==> src/rtl/de_selector14_driver.sv <==
// -----------------------------------------------------------------------------
// de_selector14_driver
//
// Purpose:
//   Serialises a 4-bit parallel word onto a downstream 1-to-4 demux. Each bit
//   k of the accepted word is presented on oC while {oS1,oS0}=k, and each
//   channel is held for HOLD_CYCLES clock cycles. A frame therefore lasts
//   4*HOLD_CYCLES cycles. It is followed by a single DONE cycle in which
//   oDone pulses.
//
// Parameters:
//   HOLD_CYCLES : cycles each channel is presented (legal range 1..255)
//
// Ports:
//   iClk    in   clock; all state changes on its rising edge
//   iRst_n  in   asynchronous active-low reset
//   iData   in   [3:0] parallel word; bit k goes to demux output k
//   iValid  in   iData is valid
//   oReady  out  block accepts a word this cycle (transfer = iValid & oReady)
//   oC      out  serial data to the demux data input
//   oS1     out  demux select MSB
//   oS0     out  demux select LSB
//   oBusy   out  a frame is in progress
//   oDone   out  one-cycle pulse at the end of a frame
//
// Configuration macro:
//   DE_SELECTOR14_DRIVER_B2B_EN : when defined, oReady is also asserted in
//   DONE. A word accepted there starts the next frame immediately, so frames
//   are separated by exactly one DONE cycle.
//
// All outputs are registered. They are computed from the next-state values,
// so the cycle right after a transfer edge already shows channel 0 of the new
// word.
// -----------------------------------------------------------------------------
module de_selector14_driver #(
  parameter int HOLD_CYCLES = 4
) (
  input  logic       iClk,
  input  logic       iRst_n,
  input  logic [3:0] iData,
  input  logic       iValid,
  output logic       oReady,
  output logic       oC,
  output logic       oS1,
  output logic       oS0,
  output logic       oBusy,
  output logic       oDone
);

  localparam logic [7:0] LP_CNT_LAST = 8'(HOLD_CYCLES - 1);
  localparam logic [1:0] LP_CH_LAST  = 2'd3;

  typedef enum logic [1:0] {
    ST_IDLE = 2'd0,
    ST_SEND = 2'd1,
    ST_DONE = 2'd2
  } state_t;

  // State
  state_t     r_state;
  logic [1:0] r_ch;
  logic [7:0] r_cnt;
  logic [3:0] r_shadow;

  // Registered outputs
  logic       r_ready;
  logic       r_c;
  logic [1:0] r_sel;
  logic       r_busy;
  logic       r_done;

  // Next-state values
  state_t     w_state_nxt;
  logic [1:0] w_ch_nxt;
  logic [7:0] w_cnt_nxt;
  logic [3:0] w_shadow_nxt;
  logic       w_take;

  // Next output values
  logic       w_ready_nxt;
  logic       w_c_nxt;
  logic [1:0] w_sel_nxt;
  logic       w_busy_nxt;
  logic       w_done_nxt;

  // r_ready mirrors the states that accept a word. It is also low during the
  // first cycle after reset release, so no transfer can occur on that edge.
  assign w_take = iValid & r_ready;

  always_comb begin
    w_state_nxt  = r_state;
    w_ch_nxt     = r_ch;
    w_cnt_nxt    = r_cnt;
    w_shadow_nxt = r_shadow;

    case (r_state)
      ST_IDLE: begin
        if (w_take) begin
          w_state_nxt  = ST_SEND;
          w_ch_nxt     = 2'd0;
          w_cnt_nxt    = 8'd0;
          w_shadow_nxt = iData;
        end
      end

      ST_SEND: begin
        if (r_cnt == LP_CNT_LAST) begin
          w_cnt_nxt = 8'd0;
          if (r_ch == LP_CH_LAST) begin
            // The last channel has had its full hold time; end the frame
            // rather than wrapping back to channel 0.
            w_state_nxt = ST_DONE;
            w_ch_nxt    = 2'd0;
          end else begin
            w_ch_nxt = r_ch + 2'd1;
          end
        end else begin
          w_cnt_nxt = r_cnt + 8'd1;
        end
      end

      ST_DONE: begin
`ifdef DE_SELECTOR14_DRIVER_B2B_EN
        if (w_take) begin
          w_state_nxt  = ST_SEND;
          w_ch_nxt     = 2'd0;
          w_cnt_nxt    = 8'd0;
          w_shadow_nxt = iData;
        end else begin
          w_state_nxt = ST_IDLE;
        end
`else
        w_state_nxt = ST_IDLE;
`endif
      end

      default: begin
        w_state_nxt = ST_IDLE;
        w_ch_nxt    = 2'd0;
        w_cnt_nxt   = 8'd0;
      end
    endcase
  end

  // Output decode from the next state, so each output register holds the value
  // that belongs to the state being entered.
  always_comb begin
    w_ready_nxt = 1'b0;
    w_c_nxt     = 1'b0;
    w_sel_nxt   = 2'd0;
    w_busy_nxt  = 1'b0;
    w_done_nxt  = 1'b0;

    case (w_state_nxt)
      ST_IDLE: begin
        w_ready_nxt = 1'b1;
      end

      ST_SEND: begin
        w_busy_nxt = 1'b1;
        w_sel_nxt  = w_ch_nxt;
        w_c_nxt    = w_shadow_nxt[w_ch_nxt];
      end

      ST_DONE: begin
        w_done_nxt = 1'b1;
`ifdef DE_SELECTOR14_DRIVER_B2B_EN
        w_ready_nxt = 1'b1;
`endif
      end

      default: begin
        w_ready_nxt = 1'b0;
      end
    endcase
  end

  always_ff @(posedge iClk or negedge iRst_n) begin
    if (!iRst_n) begin
      r_state  <= ST_IDLE;
      r_ch     <= 2'd0;
      r_cnt    <= 8'd0;
      r_shadow <= 4'd0;
      r_ready  <= 1'b0;
      r_c      <= 1'b0;
      r_sel    <= 2'd0;
      r_busy   <= 1'b0;
      r_done   <= 1'b0;
    end else begin
      r_state  <= w_state_nxt;
      r_ch     <= w_ch_nxt;
      r_cnt    <= w_cnt_nxt;
      r_shadow <= w_shadow_nxt;
      r_ready  <= w_ready_nxt;
      r_c      <= w_c_nxt;
      r_sel    <= w_sel_nxt;
      r_busy   <= w_busy_nxt;
      r_done   <= w_done_nxt;
    end
  end

  assign oReady = r_ready;
  assign oC     = r_c;
  assign oS1    = r_sel[1];
  assign oS0    = r_sel[0];
  assign oBusy  = r_busy;
  assign oDone  = r_done;

endmodule

==> config.mk <==
export PLATFORM = sky130hd
export DESIGN_NAME = de_selector14_driver
export DESIGN_NICKNAME = d
export VERILOG_FILES = /design/src/rtl/de_selector14_driver.sv
export SDC_FILE = /design/constraint.sdc
export NUM_CORES = 1
export LEC_CHECK = 0
export CAP_MARGIN = 20
export CORE_MARGIN = 2
export CORE_UTILIZATION = 30
export CTS_CLUSTER_DIAMETER = 80
export CTS_CLUSTER_SIZE = 28
export DETAILED_ROUTE_END_ITERATION = 7
export HOLD_SLACK_MARGIN = 0.05
export PLACE_DENSITY_LB_ADDON = 0.25
export SETUP_SLACK_MARGIN = 0.15
export SLEW_MARGIN = 15
export SYNTH_ARGS = -nofsm -noshare
export SYNTH_HDL_FRONTEND = slang
export SYNTH_SLANG_ARGS = --single-unit
==> constraint.sdc <==
create_clock -name iClk -period 5.5 [get_ports iClk]
set_input_delay 0.55 -clock iClk [delete_from_list [all_inputs] [get_ports iClk]]
set_output_delay 0.55 -clock iClk [all_outputs]
set_load 0.02 [all_outputs]
==> results.sh, run 1 <==
export IMPL_run_status="complete, no violations"
export IMPL_fmax_ghz=0.469
export IMPL_die_w_um=62.4
export IMPL_num_nets_final=123
export IMPL_drtPass1Iterations=4
export IMPL_hold_class="register to register"
export IMPL_tns_ns=0
export IMPL_period_share_pct=38.8
export IMPL_synthesis_area_um2=1020
export IMPL_path_buf_inv=1
export IMPL_htreeDepth=1
export IMPL_diodes=0
export IMPL_wl_met3_um=60
export IMPL_routedWlPerCell_um=12.6
export IMPL_cts_tree="done"
export IMPL_worst_slack_ns=3.37
export IMPL_path_delay_family="simple AND/OR/NAND/NOR gates"
export IMPL_drive_above_1_share_pct=10.7
export IMPL_port_buffers=12
export IMPL_drt_iter0_markers=22
export IMPL_start_util_pct=30.9
export IMPL_grt_pass1_vias=730
export IMPL_cts_sinks=22
export IMPL_worstSetupPathType="primary input to register"
export IMPL_post_route_util_pct=37.4
export IMPL_avgSynthCellArea_um2=10.6
export IMPL_synth_most_common_cell="dfrtp_1"
export IMPL_cts_clk_slew_worst_paths_ns=0.12
export IMPL_critPathArrivalTime_ns=2.32
export IMPL_worstPathCellList="clkdlybuf4s50_1 > nand2_1 > nor3_1 > mux2_2 > mux2i_1 > o22ai_1"
export IMPL_top_layer="met4"
export IMPL_insertion_delay_ns=0.30
export IMPL_startpoint_type="primary input"
export IMPL_syn_inst=96
export IMPL_wl_met2_um=897
export IMPL_hold_start="r_shadow[3]"
export IMPL_relSlewSlack_pct=51.9
export IMPL_skew_ns=0.00191
export IMPL_ys_types=29
export IMPL_cts_setup_buffers=0
export IMPL_io_pins=13
export IMPL_drc_errors=0
export IMPL_cts_resized=0
export IMPL_drt_total_wl_um=1990
export IMPL_gp_congestion=0.779
export IMPL_cpMaxStageDelayCell="nor3_1"
export IMPL_required_ns=5.68
export IMPL_cp_startpoint="iValid"
export IMPL_end_kind="register"
export IMPL_yosys_most_used_dff="dfrtp_1"
export IMPL_multi_input_area_um2=460
export IMPL_cts_root_buf="clkbuf_4"
export IMPL_antenna_found_initial=0
export IMPL_finalHoldViolations=0
export IMPL_viasPerCell=4.81
export IMPL_async_flop_share_pct=100
export IMPL_ys_top_cells_by_count="dfrtp_1, o21ai_0, nand2_1, nor2_1, and3_1"
export IMPL_drtAntennaViolNets=0
export IMPL_coreArea_um2=3310
export IMPL_p_leak_uw=0.000565
export IMPL_overflow=0
export IMPL_ir_worst_vdd_mv=0.208
export IMPL_grt_pass1_wl_um=3330
export IMPL_worst_path_largest_cell_delay_ns=0.57
export IMPL_ys_ff_latch=22
export IMPL_yosysTopAreaCellShare_pct=53.9
export IMPL_holdBufCountCts=0
export IMPL_worst_pin_slew_ns=0.716
export IMPL_num_rows=21
export IMPL_rsz0062_at_grt="no"
export IMPL_period_needed_ns=2.13
export IMPL_area_growth_pct=21.1
export IMPL_synth_edf_count=0
export IMPL_ys_top_cells_by_area="dfrtp_1, o21ai_0, mux2_2"
export IMPL_wl_met1_um=1010
export IMPL_grt_usage_pct=10.9
export IMPL_cts_buffers=3
export IMPL_vias=760
export IMPL_yosysSeqAreaShare_pct=53.9
export IMPL_yosysWarnings=0
export IMPL_die_area_um2=3890
export IMPL_synthesis_nets=105
export IMPL_crit_fanout=6
export IMPL_die_y_um=62.4
export IMPL_grt_max_degree=23
export IMPL_nFillCells=350
export IMPL_pre_cts_ws_ns=2.99
export IMPL_drv_slew=0
export IMPL_r2r_start="r_cnt[0]"
export IMPL_dp_hpwl_um=1480
export IMPL_seqCellArea_um2=551
export IMPL_maxCapViolCount=0
export IMPL_powerDensity_nw_per_um2=487
export IMPL_yosysTopAreaCell="dfrtp_1"
export IMPL_setup_viol=0
export IMPL_clockBufferDepth=2
[metal layers]
metal | GRT usage, % | up-vias
met4 | 4.17 | 0
li1 | - | 381
met5 | 0 | -
met2 | 16.7 | 9
met3 | 2.88 | 2
met1 | 14.7 | 368
[through the flow]
step	cells	hold slack, ns	total power [µW]	cell area (µm²)
2_1_floorplan	96	0.254	447	1020
3_3_place_gp	154	0.483	530	1200
3_5_place_dp	154	0.495	537	1200
4_1_cts	157	0.522	611	1220
5_1_grt	158	0.533	651	1240
6_report	158	0.517	603	1240
[cells in the final DEF (no fill, tap or decap), types with 2 or more instances in the layout]
master / instances
a21o_1: 3
and3_1: 6
clkbuf_4: 3
clkdlybuf4s50_1: 12
dfrtp_1: 22
ha_1: 2
inv_1: 3
mux2_2: 4
mux2i_1: 2
nand2_1: 8
nand2b_1: 2
nand3_1: 3
nor2_1: 8
nor3_1: 2
o211ai_1: 2
o21ai_0: 14
[sequential cells by signal, summed over array words and instances (netlist names)]
name / cells
r_ch: 2
r_shadow: 4
oC: 1
r_state: 2
r_cnt: 8
oDone: 1
oReady: 1
oBusy: 1
r_sel: 2
[cell families (layout without fill, tap and decap cells)]
logic type | after synthesis | count (layout) | synth area share [%]
flip-flops | 22 | 22 | 53.9
AND/OR/NAND/NOR | 36 | 36 | 18.9
multiplexers | 6 | 6 | 6.36
XOR/XNOR | 1 | 1 | 0.857
adder cells (fa/ha/maj) | 2 | 2 | 2.45
AO/OA/AOI/OAI | 26 | 26 | 16.5
buffers and inverters | 3 | 19 | 1.10
[final cells by class]
| cell class | instances | area share [%] |
|---|---|---|
| well taps | 46 | 4.65 |
| repair buffers | 13 | 10.9 |
| clock buffers | 3 | 1.82 |
| flip-flops and latches | 22 | 44.5 |
| inverters | 3 | 0.910 |
| multi-input cells | 71 | 37.2 |
[final timing paths]
| path | slack, ns | end | cells past startpoint |
|---|---|---|---|
| max in group asynchronous | 4.46 | r_sel[1] | 2 |
| worst max-delay path | 3.37 | oC | 6 |
| worst max register to register | 3.39 | oC | 6 |
| worst min-delay path | 0.52 | r_shadow[3] | 1 |
| min in group asynchronous | 0.58 | oDone | 1 |
| worst min register to register | 0.52 | r_shadow[3] | 1 |
[report_power, final]
part	total [µW]	switching, µW	internal [µW]
clock network	72.0	46.5	25.5
logic	277	150	127
registers	254	35.1	219
total	603	232	371
Note: power is estimated with default switching activity, not from simulation.
==> run 2: changes to the inputs <==
clock period = 2.25 ns   (was 5.5 ns; I/O delays follow)
==> results.sh, run 2 (synthesized netlist as in run 1, its figures left out) <==
export IMPL_largest_registers="r_cnt (8), r_shadow (4)"
export IMPL_die_area_um2=3890
export IMPL_maxCapViolCount=0
export IMPL_viasPerCell=4.82
export IMPL_placed_area_um2=1220
export IMPL_path_delay_family="simple AND/OR/NAND/NOR gates"
export IMPL_grt_max_degree=23
export IMPL_drt_total_wl_um=1960
export IMPL_diodes=0
export IMPL_cts_buffers=3
export IMPL_grt_pass1_wl_um=3620
export IMPL_rsz0062_at_grt="no"
export IMPL_clockBufferDepth=2
export IMPL_worst_pin_slew_ns=0.489
export IMPL_period_share_pct=87.0
export IMPL_regToRegSetupSlack_ns=0.29
export IMPL_drtPass1Iterations=4
export IMPL_critPathArrivalTime_ns=2.18
export IMPL_setup_viol=0
export IMPL_num_rows=21
export IMPL_drt_iter0_markers=36
export IMPL_largest_reg_flops=8
export IMPL_layout_cells_non_filler=160
export IMPL_grt_usage_pct=11.6
export IMPL_run_status="complete, no violations"
export IMPL_drtAntennaViolNets=0
export IMPL_pre_cts_ws_ns=0.246
export IMPL_drive_above_1_share_pct=13.2
export IMPL_grt_pass1_vias=839
export IMPL_worstPathCellList="ha_1 > or4b_4 > o21ai_4 > a21boi_2 > or3b_1 > o22ai_1"
export IMPL_nFillCells=346
export IMPL_total_power_uw=1490
export IMPL_die_y_um=62.4
export IMPL_cts_clk_slew_worst_paths_ns=0.11
export IMPL_relSlewSlack_pct=67.0
export IMPL_finalHoldViolations=0
export IMPL_overflow=0
export IMPL_worstSetupPathType="register to register"
export IMPL_hold_class="primary input to asynchronous set/reset pin"
export IMPL_required_ns=2.47
export IMPL_gp_congestion=0.846
export IMPL_area_growth_pct=22.5
export IMPL_final_area_um2=1250
export IMPL_largest_register="r_cnt"
export IMPL_tns_ns=0
export IMPL_crit_fanout=5
export IMPL_ir_worst_vdd_mv=0.611
export IMPL_cts_root_buf="clkbuf_4"
export IMPL_skew_ns=0.000920
export IMPL_drc_errors=0
export IMPL_path_buf_inv=0
export IMPL_port_buffers=12
export IMPL_seqCellArea_um2=551
export IMPL_multi_input_area_um2=468
export IMPL_num_nets_final=125
export IMPL_htreeDepth=1
export IMPL_fmax_ghz=0.511
export IMPL_startpoint_type="register"
export IMPL_io_pins=13
export IMPL_dp_hpwl_um=1450
export IMPL_routedWlPerCell_um=12.3
export IMPL_drv_slew=0
export IMPL_vias=771
export IMPL_p_leak_uw=0.000573
export IMPL_coreArea_um2=3310
export IMPL_end_kind="register"
export IMPL_holdBufCountCts=0
export IMPL_die_w_um=62.4
export IMPL_final_common_cell="dfrtp_1"
export IMPL_period_needed_ns=1.96
export IMPL_antenna_found_initial=0
export IMPL_placed_cells=157
export IMPL_cpMaxStageDelayCell="or4b_4"
export IMPL_insertion_delay_ns=0.29
export IMPL_cts_sinks=22
export IMPL_worst_slack_ns=0.293
export IMPL_cts_tree="done"
export IMPL_start_util_pct=30.9
export IMPL_powerDensity_nw_per_um2=1190
export IMPL_worst_path_largest_cell_delay_ns=0.53
export IMPL_final_cell_mix="dfrtp_1, o21ai_0, clkdlybuf4s50_1, nand2_1, nor2_1"
==> run 2: changes by cell type in the layout (fill, tap and decap cells not counted) <==
cell    before  now
buf_4        0    3
buf_8        1    0
nor2_1       8    7
nor2_4       0    1
==> run 2: metrics by stage <==
step	hold slack, ns	util [%]
after global placement	0.486	36.9
after floorplan	-0.0706	-
after global routing	0.290	37.8
final	0.267	37.8
after detailed placement	0.490	36.9
after CTS	0.267	37.6
==> run 2: where the power goes <==
group	switching (µW)	leakage, µW	internal, µW
registers	81.8	0.000282	534
logic	376	0.000278	330
clock network	109	0.0000138	62.3
==> run 2: layout make-up <==
type | instances | area share [%]
clock buffers | 3 | 1.80
well taps | 46 | 4.60
flip-flops and latches | 22 | 44.0
multi-input cells | 71 | 37.4
repair buffers | 15 | 11.4
inverters | 3 | 0.899
==> run 2: routing by layer <==
layer | global-route usage, % | wire (µm) | part of all wire, %
met1 | 15.0 | 951 | 48
met4 | 6.39 | 40 | 2.0
met2 | 18.5 | 897 | 46
met3 | 1.98 | 73 | 3.7
met5 | 0 | 0 | 0
==> run 2: repair_timing <==
action                                  in CTS  in global routing
setup buffers                                0                  0
endpoints found under the setup margin       0                  1
gates resized for setup                      0                  2
==> run 2: final timing paths <==
kind                       cells after the start         from          end
max reg2reg                                    6     r_cnt[0]           oC
max in group asynchronous                      2       iRst_n  r_shadow[1]
min in group iClk                              1  r_shadow[3]  r_shadow[3]
max                                            6     r_cnt[0]           oC
min reg2reg                                    1  r_shadow[3]  r_shadow[3]
min                                            2       iRst_n     r_cnt[7]
==> run 2: worst register-to-register path, delay by kind of cell, from the launching register on <==
family          cells  cell delay, ns
fa+ha+maj           1            0.22
simple gates        2            0.89
flops               1            0.39
compound gates      3            0.37
